==> src/rtl/mem_map_pkg.sv <==
// Address map and state encodings shared by the memory responder and its bench.
// The I/O registers sit at fixed addresses at the top of the 8-bit map.
package mem_map_pkg;

  localparam logic [7:0] IO_BASE     = 8'hF0;
  localparam logic [7:0] ADDR_LED    = 8'hF0;
  localparam logic [7:0] ADDR_SW     = 8'hF1;
  localparam logic [7:0] ADDR_TIMER  = 8'hF2;
  localparam logic [7:0] ADDR_STATUS = 8'hF3;

  typedef enum logic [1:0] {
    ST_IDLE = 2'd0,
    ST_WAIT = 2'd1,
    ST_ACK  = 2'd2
  } state_t;

  typedef enum logic [2:0] {
    SEL_RAM    = 3'd0,
    SEL_LED    = 3'd1,
    SEL_SW     = 3'd2,
    SEL_TIMER  = 3'd3,
    SEL_STATUS = 3'd4,
    SEL_NONE   = 3'd5
  } sel_t;

endpackage

==> src/rtl/mem_responder_if.sv <==
// Request/response bus between the processor's control unit/datapath and the
// memory responder.
interface mem_responder_if #(
  parameter int DATA_W = 8,
  parameter int ADDR_W = 8
);
  logic              MemRead;
  logic              MemWrite;
  logic [ADDR_W-1:0] Addr;
  logic [DATA_W-1:0] WriteData;
  logic [DATA_W-1:0] ReadData;
  logic              MemWait;

  modport master (
    output MemRead, MemWrite, Addr, WriteData,
    input  ReadData, MemWait
  );

  modport slave (
    input  MemRead, MemWrite, Addr, WriteData,
    output ReadData, MemWait
  );
endinterface

==> src/rtl/mem_ram.sv <==
// Single-port synchronous RAM with a registered read (read-first on a write).
// Contents are deliberately not reset.
module mem_ram #(
  parameter int DATA_W = 8,
  parameter int ADDR_W = 8,
  parameter int DEPTH  = 240
) (
  input  logic              clock,
  input  logic              i_we,
  input  logic [ADDR_W-1:0] i_addr,
  input  logic [DATA_W-1:0] i_wdata,
  output logic [DATA_W-1:0] o_rdata
);

  logic [DATA_W-1:0] r_mem [DEPTH];
  logic [DATA_W-1:0] r_rdata;

  always_ff @(posedge clock) begin
    if (i_we) begin
      r_mem[i_addr] <= i_wdata;
    end
    r_rdata <= r_mem[i_addr];
  end

  assign o_rdata = r_rdata;

endmodule

==> src/rtl/mem_responder.sv <==
// Memory-side responder: wait-state FSM, RAM/I-O address decode, LED, switch,
// timer and status registers for the multicycle processor.
module mem_responder #(
  parameter int                DATA_W      = 8,
  parameter int                ADDR_W      = 8,
  parameter logic [ADDR_W-1:0] IO_BASE     = ADDR_W'(mem_map_pkg::IO_BASE),
  parameter int                WAIT_CYCLES = 1
) (
  input  logic                  clock,
  input  logic                  reset,
  mem_responder_if.slave        bus,
  input  logic [7:0]            SW,
  output logic [7:0]            LEDR,
  output logic                  ProtoErr
);
  import mem_map_pkg::*;

  localparam logic [3:0] CNT_INIT = (WAIT_CYCLES == 0) ? 4'd0 : 4'(WAIT_CYCLES - 1);

  state_t            r_state, w_state_next;
  logic [3:0]        r_cnt, w_cnt_next;
  logic [ADDR_W-1:0] r_addr;
  logic [DATA_W-1:0] r_wdata;
  logic              r_is_write;
  logic [7:0]        r_led;
  logic [7:0]        r_timer;
  logic [7:0]        r_sw_meta, r_sw_sync;
  logic              r_proto_err;
  logic [DATA_W-1:0] r_rd_io;
  logic              r_rd_is_ram;

  logic              w_req, w_start, w_commit, w_enter_ack;
  logic [ADDR_W-1:0] w_acc_addr;
  sel_t              w_sel;
  logic [DATA_W-1:0] w_io_rdata;
  logic [DATA_W-1:0] w_ram_q;

  assign w_req       = bus.MemRead | bus.MemWrite;
  assign w_start     = (r_state == ST_IDLE) & w_req;
  assign w_commit    = (r_state == ST_ACK) & r_is_write;
  assign w_enter_ack = (w_state_next == ST_ACK);
  // Live address in IDLE lets a zero-wait access read the RAM on its first edge.
  assign w_acc_addr  = (r_state == ST_IDLE) ? bus.Addr : r_addr;

  always_comb begin
    w_state_next = r_state;
    w_cnt_next   = r_cnt;
    case (r_state)
      ST_IDLE: begin
        if (w_req) begin
          if (WAIT_CYCLES == 0) begin
            w_state_next = ST_ACK;
          end else begin
            w_state_next = ST_WAIT;
            w_cnt_next   = CNT_INIT;
          end
        end
      end
      ST_WAIT: begin
        if (!w_req) begin
          w_state_next = ST_IDLE;
          w_cnt_next   = 4'd0;
        end else if (r_cnt == 4'd0) begin
          w_state_next = ST_ACK;
        end else begin
          w_cnt_next = r_cnt - 4'd1;
        end
      end
      ST_ACK:  w_state_next = ST_IDLE;
      default: w_state_next = ST_IDLE;
    endcase
  end

  always_comb begin
    w_sel = SEL_NONE;
    if (w_acc_addr < IO_BASE) begin
      w_sel = SEL_RAM;
    end else begin
      case (w_acc_addr)
        ADDR_W'(ADDR_LED):    w_sel = SEL_LED;
        ADDR_W'(ADDR_SW):     w_sel = SEL_SW;
        ADDR_W'(ADDR_TIMER):  w_sel = SEL_TIMER;
        ADDR_W'(ADDR_STATUS): w_sel = SEL_STATUS;
        default:              w_sel = SEL_NONE;
      endcase
    end
  end

  always_comb begin
    w_io_rdata = '0;
    case (w_sel)
      SEL_LED:    w_io_rdata = DATA_W'(r_led);
      SEL_SW:     w_io_rdata = DATA_W'(r_sw_sync);
      SEL_TIMER:  w_io_rdata = DATA_W'(r_timer);
      SEL_STATUS: w_io_rdata = DATA_W'({7'd0, r_proto_err});
      default:    w_io_rdata = '0;
    endcase
  end

  always_ff @(posedge clock) begin
    if (reset) begin
      r_state     <= ST_IDLE;
      r_cnt       <= 4'd0;
      r_addr      <= '0;
      r_wdata     <= '0;
      r_is_write  <= 1'b0;
      r_rd_io     <= '0;
      r_rd_is_ram <= 1'b0;
    end else begin
      r_state <= w_state_next;
      r_cnt   <= w_cnt_next;
      if (w_start) begin
        r_addr     <= bus.Addr;
        r_wdata    <= bus.WriteData;
        r_is_write <= bus.MemWrite;
      end
      if (w_enter_ack) begin
        r_rd_io     <= w_io_rdata;
        r_rd_is_ram <= (w_sel == SEL_RAM);
      end
    end
  end

  // A clear written to the status register loses to a simultaneous protocol error.
  always_ff @(posedge clock) begin
    if (reset) begin
      r_led       <= 8'h00;
      r_timer     <= 8'h00;
      r_sw_meta   <= 8'h00;
      r_sw_sync   <= 8'h00;
      r_proto_err <= 1'b0;
    end else begin
      r_sw_meta <= SW;
      r_sw_sync <= r_sw_meta;
      if (w_commit && w_sel == SEL_TIMER) begin
        r_timer <= 8'h00;
      end else begin
        r_timer <= r_timer + 8'd1;
      end
      if (w_commit && w_sel == SEL_LED) begin
        r_led <= 8'(r_wdata);
      end
      if (w_start && bus.MemRead && bus.MemWrite) begin
        r_proto_err <= 1'b1;
      end else if (w_commit && w_sel == SEL_STATUS && r_wdata[0]) begin
        r_proto_err <= 1'b0;
      end
    end
  end

  mem_ram #(
    .DATA_W (DATA_W),
    .ADDR_W (ADDR_W),
    .DEPTH  (int'(IO_BASE))
  ) u_ram (
    .clock   (clock),
    .i_we    (w_commit && (w_sel == SEL_RAM) && !reset),
    .i_addr  (w_acc_addr),
    .i_wdata (r_wdata),
    .o_rdata (w_ram_q)
  );

  assign bus.ReadData = (r_state == ST_ACK) ? (r_rd_is_ram ? w_ram_q : r_rd_io) : '0;
  assign bus.MemWait  = w_req & (r_state != ST_ACK);
  assign LEDR         = r_led;
  assign ProtoErr     = r_proto_err;

endmodule

==> src/flat_wrapper.sv <==
// flat-port wrapper written by rule: the top's interface ports become plain ports
module mem_responder_flat import mem_map_pkg::*;
#(
  parameter int                DATA_W      = 8,
  parameter int                ADDR_W      = 8,
  parameter logic [ADDR_W-1:0] IO_BASE     = ADDR_W'(mem_map_pkg::IO_BASE),
  parameter int                WAIT_CYCLES = 1
)
  (clock, reset, SW, LEDR, ProtoErr, bus_MemRead, bus_MemWrite, bus_Addr, bus_WriteData, bus_ReadData, bus_MemWait);
  mem_responder_if #(.DATA_W(DATA_W), .ADDR_W(ADDR_W)) bus_i ();
  input  logic clock;
  input  logic reset;
  input  logic [7:0] SW;
  output logic [7:0] LEDR;
  output logic ProtoErr;
  input wire logic [$bits(bus_i.MemRead)-1:0] bus_MemRead;
  input wire logic [$bits(bus_i.MemWrite)-1:0] bus_MemWrite;
  input wire logic [$bits(bus_i.Addr)-1:0] bus_Addr;
  input wire logic [$bits(bus_i.WriteData)-1:0] bus_WriteData;
  output wire logic [$bits(bus_i.ReadData)-1:0] bus_ReadData;
  output wire logic [$bits(bus_i.MemWait)-1:0] bus_MemWait;
  assign bus_i.MemRead = bus_MemRead;
  assign bus_i.MemWrite = bus_MemWrite;
  assign bus_i.Addr = bus_Addr;
  assign bus_i.WriteData = bus_WriteData;
  assign bus_ReadData = bus_i.ReadData;
  assign bus_MemWait = bus_i.MemWait;
  mem_responder #(.DATA_W(DATA_W), .ADDR_W(ADDR_W), .IO_BASE(IO_BASE), .WAIT_CYCLES(WAIT_CYCLES)) u_core (.clock(clock), .reset(reset), .bus(bus_i), .SW(SW), .LEDR(LEDR), .ProtoErr(ProtoErr));
endmodule
==> config.mk <==
export PLATFORM = sky130hd
export DESIGN_NAME = mem_responder_flat
export DESIGN_NICKNAME = d
export VERILOG_FILES = /design/src/rtl/mem_map_pkg.sv /design/src/rtl/mem_responder_if.sv /design/src/rtl/mem_ram.sv /design/src/rtl/mem_responder.sv /design/src/flat_wrapper.sv
export SDC_FILE = /design/constraint.sdc
export NUM_CORES = 2
export LEC_CHECK = 0
export ABC_AREA = 1
export ABC_CLOCK_PERIOD_IN_PS = 11100
export CAP_MARGIN = 10
export CORE_ASPECT_RATIO = 1.4
export CORE_MARGIN = 5
export CORE_UTILIZATION = 45
export CTS_BUF_LIST = sky130_fd_sc_hd__clkbuf_8
export CTS_CLUSTER_SIZE = 8
export DETAILED_ROUTE_END_ITERATION = 6
export SYNTH_ARGS = -nofsm -noshare
export SYNTH_HDL_FRONTEND = slang
export SYNTH_SLANG_ARGS = --single-unit
export TNS_END_PERCENT = 20
==> constraint.sdc <==
create_clock -name clock -period 11.1 [get_ports clock]
set_input_delay 2.22 -clock clock [delete_from_list [all_inputs] [get_ports clock]]
set_output_delay 2.22 -clock clock [all_outputs]
set_load 0.02 [all_outputs]
==> results by group <==
Status
  – Status: finished with violations
  – Failing checks: DRC

Yosys
  – Post-synth top cells: nand2_1, edfxtp_1, nor2_1
  – Syn Area/Cell: 10.8 sq um
  – Main flop type after synthesis: edfxtp_1
  – FFs w/ async S/R, synth: 0%
  – Top-count cell post-synth: nand2_1
  – Sequential element share of the synthesized area: 72.7%
  – Post-synth top area share: 70.9%
  – YS warnings: 0
  – Synthesized Nets: 7,578
  – #FFs+latches synth: 1,993
  – EDFF count, synth: 1,920
  – Largest family of logic cells by synthesized area: simple AND/OR/NAND/NOR gates
  – Synthesized-area fraction occupied by adder cells: 0.0462%
  – Post-synthesis compound-gate area fraction: 1.41%
  – Synth Area in Simple Gates: 23.2%
  – XOR/XNOR share of the synthesized area: 0.0539%
  – Top cell type by total area after synthesis: edfxtp_1
  – Distinct cells, synth: 34
  – Mapped Cells: 7,547
  – Ranking of synthesized cells by area: edfxtp_1, nand2_1, nor2_1
  – Mux share of post-synthesis cell area: 0%
  – Netlist area before placement: 81,300 sq um

STA
  – Tightest Pin Transition: 1240 ps
  – Worst hold slack: 379 ps
  – Min Tclk post-route: 6390 ps
  – Unrepaired setup endpoints after global routing: no
  – Clock Skew: 62.7 ps
  – TNS Setup: 0 ps
  – Normalized max-slew margin: 16.9%
  – Setup-failing EPs final: 0
  – Fmax: 0.157 GHz
  – Final period utilization: 57.6%
  – Final Slew Violations: 0
  – Final Hold Fails: 0

Worst setup path
  – Reg2Reg Launch Point: u_core.r_state[0]$_SDFF_PP0_
  – Max FO, Critical Path: 65
  – CP dominant cell by count: nand2_1
  – R2R setup slack: 5730 ps
  – Required @ worst endpoint: 12,060 ps
  – Worst EP arrival: 7350 ps
  – Critical Path, Cell by Cell: clkdlybuf4s50_1 -> nand2_4 -> nand2_4 -> buf_4 -> buf_4 -> buf_4 -> nand2_1 -> nand2_1 -> nand2_1 -> nand3_1 -> nand2_1 -> nand2_1 -> nor2_1 -> nor2_1 -> nor2_1 -> nand2_1 -> nor2_1 -> nand3_1
  – Crit Path Category: primary input to flop
  – CP peak stage delay: 740 ps
  – CP Launch Type: primary input
  – Reg-to-reg endpoint: u_core.u_ram.o_rdata[0]$_DFF_P_
  – CP max stage cell: buf_4
  – CP endpoint kind: flop
  – Worst R2R Path Depth: 19

Worst hold path
  – Hold Crit Start: u_core.r_sw_meta[2]$_SDFF_PP0_
  – HP Class: flop to flop
  – Hold Path Depth: 2
  – Hold endpoint: u_core.r_sw_sync[2]$_SDFF_PP0_

Floorplanning
  – Die Span Y: 513 um
  – # IOs: 46
  – Die Width: 369 um
  – DIE AREA: 189,000 sq um
  – Initial Util: 45.3%
  – Total core area: 180,000 sq um
  – Row cnt: 184

Pwr
  – Clock share of power: 28.2%
  – Psw: 6.87 mW
  – VDD IR max: 0.172 mV
  – Combinational group share of total power: 26.3%
  – Power Internal: 12.4 mW
  – Power density over the cells: 217 nW/um^2
  – Switch share: 35.6%
  – P_leak: 34.4 nW
  – Reg power frac: 45.6%

GRT
  – Vias in the first global route: 53,700
  – Initial antenna violation count: 11
  – Overflow after GRT: 0
  – Total track usage: 25.7%
  – Pin count of the biggest net entering global routing: 190
  – First-pass GRT wire length: 360 mm

Finish
  – Share of cells above drive strength 1: 6.36%
  – Area delta synth->final: 9.63%
  – Storage element area: 59,100 sq um
  – Area of the multi-input gates: 20,200 sq um
  – # fillers: 16,100
  – NumNets Final: 7,667

Placement
  – PortBufs: 45
  – RePlAce Congestion: 0.908
  – HPWL Detailed: 142 mm

Run
  – Max-Cap Viols: 0

Routing
  – WL final: 248 mm
  – WL/cell: 24.5 um
  – Pre-antenna DRT Iters: 7
  – Antenna-violating nets left: 0
  – DR iter-0 viols: 5,990
  – Post-route DRC: 1
  – Routed vias/inst: 5.48
  – Routed vias: 55,400

Clocking
  – Cts hold-fix bufs: 0
  – CTS Sinks: 1,993
  – Maximum clock path buffer count: 4
  – Root Buffer: clkbuf_8
  – Worst-path clk slew: 60 ps
  – H-tree depth: 5
  – Num CTS Buffers: 316
  – PostCTS Resize Cnt: 0
  – CTS tree: done
  – Clock latency on the worst-skew pair: 1040 ps
  – Post-CTS setup buffer count: 0
-- logic make-up after synthesis --
kind of cell	count (synthesis)
adders and majority gates	3
DFF	1993
xor gates and xnor gates	5
AOI/OAI and AO/OA	208
buffers and inverters	474
and+or+nand+nor	4864
-- power by group through the flow --
stage	clock (mW)	sequential, mW	combinational [mW]
2_1_floorplan	0	9.11	2.79
6_report	5.43	8.80	5.07
4_1_cts	5.51	8.79	5.02
3_5_place_dp	0	8.95	5.00
3_3_place_gp	0	8.95	4.98
5_1_grt	5.84	8.80	5.45
-- per-layer routing --
metal / wire, um / vias to the layer above / track usage [%]
met5: 13 / - / 0
met4: 15500 / 2 / 15.3
met3: 20700 / 629 / 5.37
met2: 118000 / 2633 / 42.0
met1: 93200 / 27000 / 31.7
li1: - / 25200 / -
-- sequential cells by signal, indices dropped and copies added, names as in the netlist --
| signal | flops |
|---|---|
| u_core.r_sw_sync | 8 |
| u_core.r_wdata | 8 |
| u_core.r_cnt | 4 |
| u_core.r_sw_meta | 8 |
| u_core.r_rd_is_ram | 1 |
| u_core.r_addr | 8 |
| u_core.r_timer | 8 |
| u_core.ProtoErr | 1 |
| u_core.LEDR | 8 |
| u_core.r_state | 2 |
| u_core.r_is_write | 1 |
| u_core.u_ram.o_rdata | 8 |
| u_core.u_ram.r_mem | 1920 |
| u_core.r_rd_io | 8 |
-- cell type report --
type / count / area share, %
Clock inverter: 132 / 0.628
Inverter: 101 / 0.426
Antenna cell: 11 / 0.0309
Tap cell: 2325 / 3.27
Timing Repair Buffer: 144 / 1.51
Sequential cell: 1993 / 66.4
Clock buffer: 328 / 5.07
Multi-Input combinational cell: 5080 / 22.7
-- critical path: cells and delay by family --
kind / cells / cell delay [ps]
and+or+nand+nor: 14 / 2540
buffers and inverters: 4 / 2470
-- worst max path at each step --
stage	from	to	slack (ps)	depth (start not counted)
after detailed placement	bus_Addr[0]	u_core.u_ram.o_rdata[0]$_DFF_P_	3760	18
after global routing	bus_Addr[0]	u_core.u_ram.o_rdata[7]$_DFF_P_	4590	18
after floorplan	bus_MemWrite	bus_MemWait	6300	2
final	bus_Addr[0]	u_core.u_ram.o_rdata[0]$_DFF_P_	4710	18
after CTS	bus_Addr[0]	u_core.u_ram.o_rdata[0]$_DFF_P_	4870	18
after global placement	bus_Addr[0]	u_core.u_ram.o_rdata[2]$_DFF_P_	3770	18
-- placed cells by master, fill, tap and decap left out, drive strengths merged, types with 2 or more instances in the layout --
cell and instances:
a211oi 5, a21oi 58, a22oi 16, buf 99, clkbuf 328, clkdlybuf4s50 45, clkinv 18, clkinvlp 7
dfxtp 73, diode 11, edfxtp 1920, ha 3, inv 207, nand2 3948, nand3 334, nand4 53
nor2 520, nor3 9, o211ai 5, o21ai 119, o221ai 2, xor2 4
-- stage by stage --
step	setup WS, ps	instances	power, mW	utilization [%]	instance area, sq um
final	4710	10100	19.3	49.6	89100
after global routing	4590	10100	20.1	49.6	89100
after CTS	4870	10100	19.3	49.6	89100
after detailed placement	3760	9643	14.0	46.8	84000
after global placement	3770	9643	13.9	46.8	84000
after floorplan	6300	7547	11.9	-	81300
Power figures use the tool's default switching activity.
